`src/rtl/load_align_ctrl_if.sv`:
```
// load_align_ctrl_if: request, memory-read, writeback and status signals of the load unit.
interface load_align_ctrl_if;
   logic        req_valid;
   logic        req_ready;
   logic [31:0] req_addr;
   logic [2:0]  req_load_sel;
   logic [31:0] req_rt_old;
   logic [4:0]  req_dest;
   logic        flush;
   logic        mem_rd_valid;
   logic        mem_rd_ready;
   logic [31:0] mem_rd_addr;
   logic        mem_rsp_valid;
   logic [31:0] mem_rsp_data;
   logic        wb_valid;
   logic        wb_ready;
   logic [4:0]  wb_dest;
   logic [31:0] wb_data;
   logic [3:0]  wb_ben;
   logic        adel;
   logic        busy;
   modport slave (
      input  req_valid, req_addr, req_load_sel, req_rt_old, req_dest, flush,
             mem_rd_ready, mem_rsp_valid, mem_rsp_data, wb_ready,
      output req_ready, mem_rd_valid, mem_rd_addr, wb_valid, wb_dest, wb_data, wb_ben, adel, busy
   );
   modport master (
      output req_valid, req_addr, req_load_sel, req_rt_old, req_dest, flush,
             mem_rd_ready, mem_rsp_valid, mem_rsp_data, wb_ready,
      input  req_ready, mem_rd_valid, mem_rd_addr, wb_valid, wb_dest, wb_data, wb_ben, adel, busy
   );
endinterface

```
`src/rtl/load_align_ctrl.sv`:
```
// load_align_ctrl: one-at-a-time load sequencer; checks alignment, issues a word read,
// then aligns/extends the returned word and merges it with the old register value.
module load_align_ctrl #(
   parameter bit BIG_ENDIAN = 1'b0
) (
   input  logic             clk,
   input  logic             resetn,
   load_align_ctrl_if.slave bus
);
   typedef enum logic [2:0] {IDLE, REQ, WAIT, WB, DRAIN} state_t;
   state_t      state_q, state_d;
   logic [31:0] addr_q, addr_d, rt_old_q, rt_old_d, wb_data_q, wb_data_d;
   logic [2:0]  sel_q, sel_d;
   logic [4:0]  dest_q, dest_d;
   logic [3:0]  wb_ben_q, wb_ben_d;
   logic        adel_q, adel_d;
   logic [1:0]  k;
   logic [7:0]  byte_v;
   logic [15:0] half_v;
   logic [31:0] shifted, mask, merged;
   logic [3:0]  ben;
   logic        misaligned;
   always_comb begin
      k = addr_q[1:0] ^ {2{BIG_ENDIAN}};
      byte_v = bus.mem_rsp_data[{k, 3'b000} +: 8];
      half_v = k[1] ? bus.mem_rsp_data[31:16] : bus.mem_rsp_data[15:0];
      shifted = bus.mem_rsp_data;
      ben = 4'hf;
      case (sel_q)
         3'd0: shifted = {{24{byte_v[7]}}, byte_v};
         3'd1: shifted = {24'd0, byte_v};
         3'd2: shifted = {{16{half_v[15]}}, half_v};
         3'd3: shifted = {16'd0, half_v};
         3'd5: begin
            shifted = bus.mem_rsp_data << {~k, 3'b000};
            ben = 4'hf << ~k;
         end
         3'd6: begin
            shifted = bus.mem_rsp_data >> {k, 3'b000};
            ben = 4'hf >> k;
         end
         default: shifted = bus.mem_rsp_data;
      endcase
      mask = {{8{ben[3]}}, {8{ben[2]}}, {8{ben[1]}}, {8{ben[0]}}};
      merged = (shifted & mask) | (rt_old_q & ~mask);
   end
   // Reserved select 7 is checked like LW; LB/LBU/LWL/LWR never fault.
   assign misaligned = ((bus.req_load_sel == 3'd2 || bus.req_load_sel == 3'd3) && bus.req_addr[0]) ||
                       ((bus.req_load_sel == 3'd4 || bus.req_load_sel == 3'd7) && bus.req_addr[1:0] != 2'b00);
   always_comb begin
      state_d = state_q;
      addr_d = addr_q;
      sel_d = sel_q;
      rt_old_d = rt_old_q;
      dest_d = dest_q;
      adel_d = 1'b0;
      wb_data_d = wb_data_q;
      wb_ben_d = wb_ben_q;
      case (state_q)
         IDLE: if (bus.req_valid && !bus.flush) begin
            addr_d = bus.req_addr;
            sel_d = bus.req_load_sel;
            rt_old_d = bus.req_rt_old;
            dest_d = bus.req_dest;
            adel_d = misaligned;
            state_d = misaligned ? IDLE : REQ;
         end
         REQ: if (bus.flush) state_d = bus.mem_rd_ready ? DRAIN : IDLE;
              else if (bus.mem_rd_ready) state_d = WAIT;
         WAIT: if (bus.mem_rsp_valid) begin
            state_d = bus.flush ? IDLE : WB;
            wb_data_d = merged;
            wb_ben_d = ben;
         end else if (bus.flush) state_d = DRAIN;
         WB: if (bus.wb_ready || bus.flush) state_d = IDLE;
         DRAIN: if (bus.mem_rsp_valid) state_d = IDLE;
         default: state_d = IDLE;
      endcase
   end
   always_ff @(posedge clk or negedge resetn) begin
      if (!resetn) begin
         state_q <= IDLE;
         addr_q <= '0;
         sel_q <= '0;
         rt_old_q <= '0;
         dest_q <= '0;
         adel_q <= 1'b0;
         wb_data_q <= '0;
         wb_ben_q <= '0;
      end else begin
         state_q <= state_d;
         addr_q <= addr_d;
         sel_q <= sel_d;
         rt_old_q <= rt_old_d;
         dest_q <= dest_d;
         adel_q <= adel_d;
         wb_data_q <= wb_data_d;
         wb_ben_q <= wb_ben_d;
      end
   end
   assign bus.req_ready = state_q == IDLE;
   assign bus.busy = state_q != IDLE;
   assign bus.mem_rd_valid = state_q == REQ;
   assign bus.mem_rd_addr = {addr_q[31:2], 2'b00};
   assign bus.wb_valid = state_q == WB;
   assign bus.wb_dest = dest_q;
   assign bus.wb_data = wb_data_q;
   assign bus.wb_ben = wb_ben_q;
   assign bus.adel = adel_q;
endmodule
```
`src/flat_wrapper.sv`:
```
// flat-port wrapper written by rule: the top's interface ports become plain ports
module load_align_ctrl_flat 
#(
   parameter bit BIG_ENDIAN = 1'b0
)
  (clk, resetn, bus_req_valid, bus_req_addr, bus_req_load_sel, bus_req_rt_old, bus_req_dest, bus_flush, bus_mem_rd_ready, bus_mem_rsp_valid, bus_mem_rsp_data, bus_wb_ready, bus_req_ready, bus_mem_rd_valid, bus_mem_rd_addr, bus_wb_valid, bus_wb_dest, bus_wb_data, bus_wb_ben, bus_adel, bus_busy);
  load_align_ctrl_if bus_i ();
  input  logic clk;
  input  logic resetn;
  input wire logic [$bits(bus_i.req_valid)-1:0] bus_req_valid;
  input wire logic [$bits(bus_i.req_addr)-1:0] bus_req_addr;
  input wire logic [$bits(bus_i.req_load_sel)-1:0] bus_req_load_sel;
  input wire logic [$bits(bus_i.req_rt_old)-1:0] bus_req_rt_old;
  input wire logic [$bits(bus_i.req_dest)-1:0] bus_req_dest;
  input wire logic [$bits(bus_i.flush)-1:0] bus_flush;
  input wire logic [$bits(bus_i.mem_rd_ready)-1:0] bus_mem_rd_ready;
  input wire logic [$bits(bus_i.mem_rsp_valid)-1:0] bus_mem_rsp_valid;
  input wire logic [$bits(bus_i.mem_rsp_data)-1:0] bus_mem_rsp_data;
  input wire logic [$bits(bus_i.wb_ready)-1:0] bus_wb_ready;
  output wire logic [$bits(bus_i.req_ready)-1:0] bus_req_ready;
  output wire logic [$bits(bus_i.mem_rd_valid)-1:0] bus_mem_rd_valid;
  output wire logic [$bits(bus_i.mem_rd_addr)-1:0] bus_mem_rd_addr;
  output wire logic [$bits(bus_i.wb_valid)-1:0] bus_wb_valid;
  output wire logic [$bits(bus_i.wb_dest)-1:0] bus_wb_dest;
  output wire logic [$bits(bus_i.wb_data)-1:0] bus_wb_data;
  output wire logic [$bits(bus_i.wb_ben)-1:0] bus_wb_ben;
  output wire logic [$bits(bus_i.adel)-1:0] bus_adel;
  output wire logic [$bits(bus_i.busy)-1:0] bus_busy;
  assign bus_i.req_valid = bus_req_valid;
  assign bus_i.req_addr = bus_req_addr;
  assign bus_i.req_load_sel = bus_req_load_sel;
  assign bus_i.req_rt_old = bus_req_rt_old;
  assign bus_i.req_dest = bus_req_dest;
  assign bus_i.flush = bus_flush;
  assign bus_i.mem_rd_ready = bus_mem_rd_ready;
  assign bus_i.mem_rsp_valid = bus_mem_rsp_valid;
  assign bus_i.mem_rsp_data = bus_mem_rsp_data;
  assign bus_i.wb_ready = bus_wb_ready;
  assign bus_req_ready = bus_i.req_ready;
  assign bus_mem_rd_valid = bus_i.mem_rd_valid;
  assign bus_mem_rd_addr = bus_i.mem_rd_addr;
  assign bus_wb_valid = bus_i.wb_valid;
  assign bus_wb_dest = bus_i.wb_dest;
  assign bus_wb_data = bus_i.wb_data;
  assign bus_wb_ben = bus_i.wb_ben;
  assign bus_adel = bus_i.adel;
  assign bus_busy = bus_i.busy;
  load_align_ctrl #(.BIG_ENDIAN(BIG_ENDIAN)) u_core (.clk(clk), .resetn(resetn), .bus(bus_i));
endmodule
```
`config.mk`:
```
export PLATFORM = sky130hd
export DESIGN_NAME = load_align_ctrl_flat
export DESIGN_NICKNAME = d
export VERILOG_FILES = /design/src/rtl/load_align_ctrl_if.sv /design/src/rtl/load_align_ctrl.sv /design/src/flat_wrapper.sv
export SDC_FILE = /design/constraint.sdc
export NUM_CORES = 1
export LEC_CHECK = 0
export CAP_MARGIN = 20
export CORE_MARGIN = 2
export CORE_UTILIZATION = 58
export DETAILED_ROUTE_END_ITERATION = 12
export DONT_BUFFER_PORTS = 1
export GPL_TIMING_DRIVEN = 0
export MAX_ROUTING_LAYER = met4
export PLACE_DENSITY = 0.74
export SYNTH_ARGS = -nofsm -noshare
export SYNTH_HDL_FRONTEND = slang
export SYNTH_SLANG_ARGS = --single-unit
```
`constraint.sdc`:
```
create_clock -name clk -period 1.8 [get_ports clk]
set_input_delay 0.18 -clock clk [delete_from_list [all_inputs] [get_ports clk]]
set_output_delay 0.18 -clock clk [all_outputs]
set_load 0.02 [all_outputs]
```
==> results of run 1 <==
[cell usage in the layout, fill, tap and decap left out, drive strengths merged, types with 3 or more instances in the layout]
master,count
a2111oi,3
a211oi,20
a21o,10
a21oi,45
a221o,4
a221oi,7
and3,10
buf,107
clkbuf,27
dfrtp,112
dlygate4sd3,82
inv,4
mux2,81
mux2i,34
nand2,23
nand2b,9
nand3,7
nand3b,5
nand4,3
nor2,45
nor2b,6
nor3,11
o21ai,50
o22a,3
o22ai,29
o31ai,3
or3,3
[kinds of logic after synthesis]
kind of cell | count (synthesis) | synth area share [%]
AOI/OAI and AO/OA | 189 | 19.0
xor gates and xnor gates | 1 | 0.135
buffers and inverters | 77 | 8.04
DFF | 112 | 43.2
muxes | 115 | 19.4
other | 1 | 0.0578
and+or+nand+nor | 129 | 10.3
[registers in the layout (all words and copies together) (netlist names)]
register            count
u_core.addr_q          32
u_core.bus.adel         1
u_core.bus.wb_ben       4
u_core.bus.wb_data     32
u_core.bus.wb_dest      5
u_core.rt_old_q        32
u_core.sel_q            3
u_core.state_q          3
[per-stage QoR]
| step | hold WS [ns] | instances |
|---|---|---|
| floorplan | -0.116 | 625 |
| global placement | -0.113 | 765 |
| detailed placement | -0.113 | 765 |
| CTS | -0.546 | 878 |
| global route | -0.550 | 914 |
| finish | -0.534 | 914 |
[worst min path at each step]
| stage | slack, ns | startpoint | cells past startpoint | end |
|---|---|---|---|---|
| after floorplan | -0.12 | resetn | 0 | u_core.addr_q[0] |
| after global placement | -0.11 | resetn | 0 | u_core.rt_old_q[22] |
| after detailed placement | -0.11 | resetn | 0 | u_core.rt_old_q[22] |
| after CTS | -0.55 | resetn | 0 | u_core.rt_old_q[20] |
| after global routing | -0.55 | resetn | 0 | u_core.rt_old_q[22] |
| final | -0.53 | resetn | 0 | u_core.rt_old_q[20] |
[final cells by class]
cell class / instances / area (um^2) / area share (%)
Multi-Input combinational cell: 438 / 3910 / 42.2
Sequential cell: 112 / 2810 / 30.3
Timing Repair Buffer: 134 / 1440 / 15.6
Buffer: 70 / 684 / 7.40
Tap cell: 140 / 175 / 1.89
Clock buffer: 12 / 155 / 1.68
Clock inverter: 4 / 51.3 / 0.554
Inverter: 4 / 27.5 / 0.297
[metal layers]
layer  vias to the layer above  global-route usage (%)
met3                       180                    12.2
met2                       597                    64.5
met1                      3217                    48.6
met5                         -                       -
met4                         0                    24.6
li1                       2584                       -
[repair_timing]
| action | CTS | global route |
|---|---|---|
| hold endpoints to repair | 192 | 115 |
| gates resized for setup | 111 | 124 |
| pin swaps | 10 | 25 |
| buffers inserted | 16 | 25 |
| endpoints found under the setup margin | 106 | 110 |
| hold buffers | 79 | 3 |
| gates cloned | 4 | 9 |
[worst max-delay path, stage by stage (launching register included)]
cell and delay, ns:
dfrtp_2 0.47, buf_6 0.15, or3b_4 0.39, a21boi_4 0.28, buf_6 0.17, and3_1 0.18, a21oi_1 0.05, o21ai_1 0.14
[power by group through the flow]
| stage | Clock [mW] | Sequential, mW | Combinational, mW |
|---|---|---|---|
| CTS | 1.61 | 5.14 | 8.27 |
| finish | 1.66 | 5.37 | 10.9 |
| global route | 1.74 | 5.41 | 11.3 |
| global placement | 0 | 5.10 | 6.70 |
| detailed placement | 0 | 5.16 | 6.84 |
| floorplan | 0 | 4.86 | 5.37 |
==> run_results.csv, run 1 <==
group,metric,value,unit
outcome,violations,"negative hold slack, negative setup slack",
logic_synthesis,yosys_register_bits,112,
placement,place_congestion,0.991,
critical_path,r2r_end,"u_core.bus.wb_data[10]",
logic_synthesis,synth.top_cell.area_share,43.2,%
logic_synthesis,netlist_area,0.00649,mm^2
detailed_routing,met3_length,3.37,mm
detailed_routing,dr.pass1.iters,6,
min_path,hold_path.class,"in -> async",
sta,clock_skew,0.00880,ns
power_and_ir_drop,p_per_area,1940,mW/mm^2
job,cap_violations,0,
critical_path,cp-startpoint,"u_core.sel_q[1]",
clock_tree,cts.sinks,112,
critical_path,crit_arrival,2.24,ns
detailed_routing,top_layer,"met4",
detailed_routing,vias_per_cell,7.20,
power_and_ir_drop,leakagePower,3.92,nW
logic_synthesis,synth_top_flop_cell,"dfrtp_1",
floorplanning,start_util,59.6,%
logic_synthesis,synth.most_common_cell,"dfrtp_1",
detailed_routing,vias,6578,
outcome,outcome,"finished with violations",
power_and_ir_drop,peakVddDrop,1.30,mV
clock_tree,clkSlewWorstSetupHoldPaths,0.11,ns
placement,dp_hpwl,14.9,mm
logic_synthesis,synth_area_leader_cell,"dfrtp_1",
power_and_ir_drop,seq_power_share,29.9,%
global_routing,antenna_found_initial,0,
power_and_ir_drop,p_int,9.68,mW
floorplanning,pin_count,189,
logic_synthesis,syn_area_per_cell,10.4,um^2
clock_tree,cts_max_level,3,
logic_synthesis,yosysWarnings,0,
logic_synthesis,async_reset_ff_share,100,%
final_layout,fin_util,85.0,%
sta,min_period,1.93,ns
floorplanning,rows,38,
logic_synthesis,yosys.cell_types.count,58,
final_layout,num_antenna_cells,0,
clock_tree,cts_tree,"done",
critical_path,regToRegSetupSlack,-0.13,ns
global_routing,grt_pass1_vias,6286,
sta,finalMaxSlewViolations,0,
floorplanning,die_h,110,um
final_layout,nNetsFinal,880,
power_and_ir_drop,p_clk_share,9.2,%
detailed_routing,met1_length,9.51,mm
clock_tree,numCtsBuffers,9,
logic_synthesis,synth-edff-count,0,
sta,rsz0062_at_grt,"yes",
final_layout,fin_area,0.00925,mm^2
placement,pre_cts_ws,-0.699,ns
sta,fin_ws,-0.134,ns
logic_synthesis,netlist_instances,624,
critical_path,crit_end,"u_core.bus.wb_data[10]",
global_routing,overflow,0,
detailed_routing,ant_nets,0,
global_routing,grt_max_degree,113,
power_and_ir_drop,power.switching,8.29,mW
detailed_routing,wl_per_cell,30.5,um
detailed_routing,drtIter0Drc,987,
detailed_routing,drc_errors,0,
power_and_ir_drop,total_power,18.0,mW
global_routing,grt_usage,41.8,%
critical_path,worstSetupEndpointType,"register",
critical_path,path_class,"reg -> reg",
sta,slew_headroom,39.1,%
sta,fmax,517,MHz
sta,hold_violations,113,
logic_synthesis,seq_area_frac_synth,43.2,%
detailed_routing,met2WireLength,13.1,mm
sta,finalSetupViolCount,66,
placement,io_buffers,0,
detailed_routing,wirelength,27.8,mm
placement,place_area,0.00667,mm^2
final_layout,drive_gt1_share,41.6,%
global_routing,grt_pass1_wl,35.5,mm
clock_tree,cts_max_path_buffers,2,
logic_synthesis,netlist_top_cells_area,"dfrtp_1 43%, mux2_2 13%, mux2i_1 5.2%",
critical_path,start_kind,"register",
final_layout,area_growth_syn_to_layout,42.6,%
logic_synthesis,synth_common_cells,"112 x dfrtp_1, 74 x mux2_2, 44 x a21oi_1, 44 x o21ai_0, 42 x nor2_1",
sta,timing.hold.ws,-0.534,ns
power_and_ir_drop,combPwrFrac,60.9,%
clock_tree,clk_latency,0.40,ns
power_and_ir_drop,switching_share,46.1,%
sta,tns,-2.40,ns
critical_path,r2r_cells,7,
critical_path,cp_max_fo,7,
clock_tree,cts-root-buf,"clkbuf_8",
sta,worstMarginPinSlew,0.912,ns
critical_path,required,2.11,ns
floorplanning,die-area,0.0120,mm^2
sta,fin_crit_sh,107,%
floorplanning,dieWidth,110,um
final_layout,fillCellCount,537,
critical_path,reg2reg_from,"u_core.sel_q[1]",
floorplanning,core,0.0109,mm^2
No activity file was read; power rests on OpenSTA's default activity.
==> run 2, diff against run 1 <==
- PLACE_DENSITY: 0.74 -> 0.76
- SETUP_SLACK_MARGIN: unset -> 0.02
==> run_results.csv, run 2 (synthesis gave the netlist of run 1 again) <==
group,metric,value,unit
sta,finalMaxSlewViolations,0,
clock_tree,numCtsBuffers,9,
final_layout,area_growth_syn_to_layout,39.7,%
global_routing,antenna_found_initial,1,
global_routing,overflow,0,
detailed_routing,met3_length,2.76,mm
placement,pre_cts_ws,-0.528,ns
global_routing,grt_usage,39.8,%
critical_path,crit_top_cell,"buf_6",
critical_path,reg2reg_from,"u_core.addr_q[1]",
floorplanning,core,0.0109,mm^2
sta,fin_crit_sh,110,%
final_layout,drive_gt1_share,39.8,%
sta,fmax,507,MHz
detailed_routing,drtIter0Drc,697,
outcome,outcome,"finished with violations",
sta,hold_violations,113,
critical_path,path_delay_family,"simple AND/OR/NAND/NOR gates",
detailed_routing,vias_per_cell,6.97,
detailed_routing,ant_nets,0,
sta,worstMarginPinSlew,1.31,ns
sta,fin_ws,-0.173,ns
power_and_ir_drop,leakagePower,3.85,nW
detailed_routing,vias,6343,
critical_path,r2r_cells,8,
detailed_routing,met2WireLength,12.3,mm
critical_path,regToRegSetupSlack,-0.17,ns
floorplanning,dieWidth,110,um
detailed_routing,top_layer,"met4",
clock_tree,cts_max_level,3,
floorplanning,die-area,0.0120,mm^2
outcome,violations,"negative hold slack, negative setup slack",
global_routing,grt_max_degree,113,
clock_tree,clk_latency,0.41,ns
power_and_ir_drop,p_per_area,1910,mW/mm^2
clock_tree,cts.sinks,112,
clock_tree,cts-root-buf,"clkbuf_8",
clock_tree,cts_max_path_buffers,2,
critical_path,cp_max_fo,6,
sta,slew_headroom,12.3,%
floorplanning,pin_count,189,
min_path,hold_path.class,"in -> async",
floorplanning,rows,38,
floorplanning,start_util,59.6,%
global_routing,grt_pass1_wl,33.9,mm
clock_tree,clkSlewWorstSetupHoldPaths,0.12,ns
sta,clock_skew,0.0169,ns
clock_tree,cts_tree,"done",
critical_path,max_stage_delay,0.44,ns
critical_path,r2r_end,"u_core.bus.wb_data[10]",
sta,timing.hold.ws,-0.548,ns
placement,dp_hpwl,14.5,mm
critical_path,required,2.13,ns
critical_path,worstSetupEndpointType,"register",
placement,place_congestion,0.983,
detailed_routing,drc_errors,0,
sta,min_period,1.97,ns
final_layout,final_cell_mix,"108 x dfrtp_1, 84 x dlygate4sd3_1, 70 x mux2_2, 67 x buf_4, 38 x a21oi_1",
sta,rsz0062_at_grt,"yes",
final_layout,nNetsFinal,875,
sta,finalSetupViolCount,98,
critical_path,slowest_stage,"dfrtp_1",
detailed_routing,met1_length,8.94,mm
placement,io_buffers,0,
final_layout,layout_commonest_cell,"dfrtp_1",
global_routing,grt_pass1_vias,6086,
power_and_ir_drop,peakVddDrop,1.37,mV
critical_path,start_kind,"register",
floorplanning,die_h,110,um
critical_path,crit_buf_inv,3,
critical_path,path_class,"reg -> reg",
critical_path,crit_arrival,2.30,ns
detailed_routing,wirelength,25.6,mm
critical_path,crit_chain,"buf_6, buf_6, or3b_4, a21boi_4, buf_6, and3_1, a21oi_1, o21ai_1",
detailed_routing,wl_per_cell,28.1,um
job,cap_violations,0,
detailed_routing,dr.pass1.iters,7,
run 2: changes by cell type in the layout (fill, tap and decap cells not counted), sizes merged:
cell and delta:
buf -5, clkbuf -4, clkinv +1, diode +1, dlygate4sd3 +2, inv +1
nand2 +1, nor2 -1
run 2: worst max-delay path by stage:
| stage | from | end | slack (ns) | cells after the start |
|---|---|---|---|---|
| after global routing | u_core.addr_q[1] | u_core.bus.wb_data[15] | -0.19 | 8 |
| after global placement | u_core.addr_q[0] | u_core.bus.wb_data[14] | -0.52 | 6 |
| after CTS | u_core.addr_q[1] | u_core.bus.wb_data[12] | -0.06 | 8 |
| after floorplan | u_core.state_q[1] | u_core.sel_q[2] | 0.05 | 6 |
| after detailed placement | u_core.sel_q[0] | u_core.bus.wb_data[30] | -0.53 | 6 |
| final | u_core.addr_q[1] | u_core.bus.wb_data[10] | -0.17 | 8 |
run 2: metrics by stage:
step	util [%]	std cells	instance area (um^2)	TNS [ns]	power (mW)
after floorplan	-	625	6500	0	10.2
after global routing	83.2	910	9060	-7.74	17.8
after CTS	77.9	885	8480	-1.23	15.6
after detailed placement	61.3	765	6670	-16.54	11.9
after global placement	61.3	765	6670	-14.25	11.7
final	83.2	910	9060	-5.57	17.4
run 2: area by class of cell:
class | count | area, um^2
Antenna cell | 1 | 2.50
Buffer | 69 | 646
Clock buffer | 10 | 128
Clock inverter | 6 | 65.1
Fill cell | 562 | 1820
Inverter | 4 | 27.5
Multi-Input combinational cell | 438 | 3820
Sequential cell | 112 | 2810
Tap cell | 140 | 175
Timing Repair Buffer | 130 | 1390
run 2: where the power goes:
group	leakage (nW)	switching (mW)	internal [mW]	total [mW]
sequential	1.34	1.56	3.75	5.31
clock	0.0971	0.947	0.651	1.60
combinational	2.42	5.43	5.00	10.4
total	3.85	7.94	9.41	17.4
run 2: worst register-to-register path, delay by kind of cell, from the launching register on:
family          cells  cell delay (ns)
buf+inv             3             0.42
simple gates        2             0.61
compound gates      3             0.42
flops               1             0.44
run 2: per-layer routing:
layer  track usage, %  vias up
met5                -        -
met4             18.2        0
met1             48.9     3113
met3             9.72      159
met2             62.1      512
li1                 -     2559
run 2: timing repair:
| action | CTS | global route |
|---|---|---|
| hold buffers | 82 | 2 |
| cloned | 4 | 6 |
| hold endpoints to repair | 194 | 115 |
| endpoints found under the setup margin | 106 | 105 |
| resized for setup | 131 | 73 |
| setup buffers | 21 | 17 |
| pin swaps | 18 | 23 |
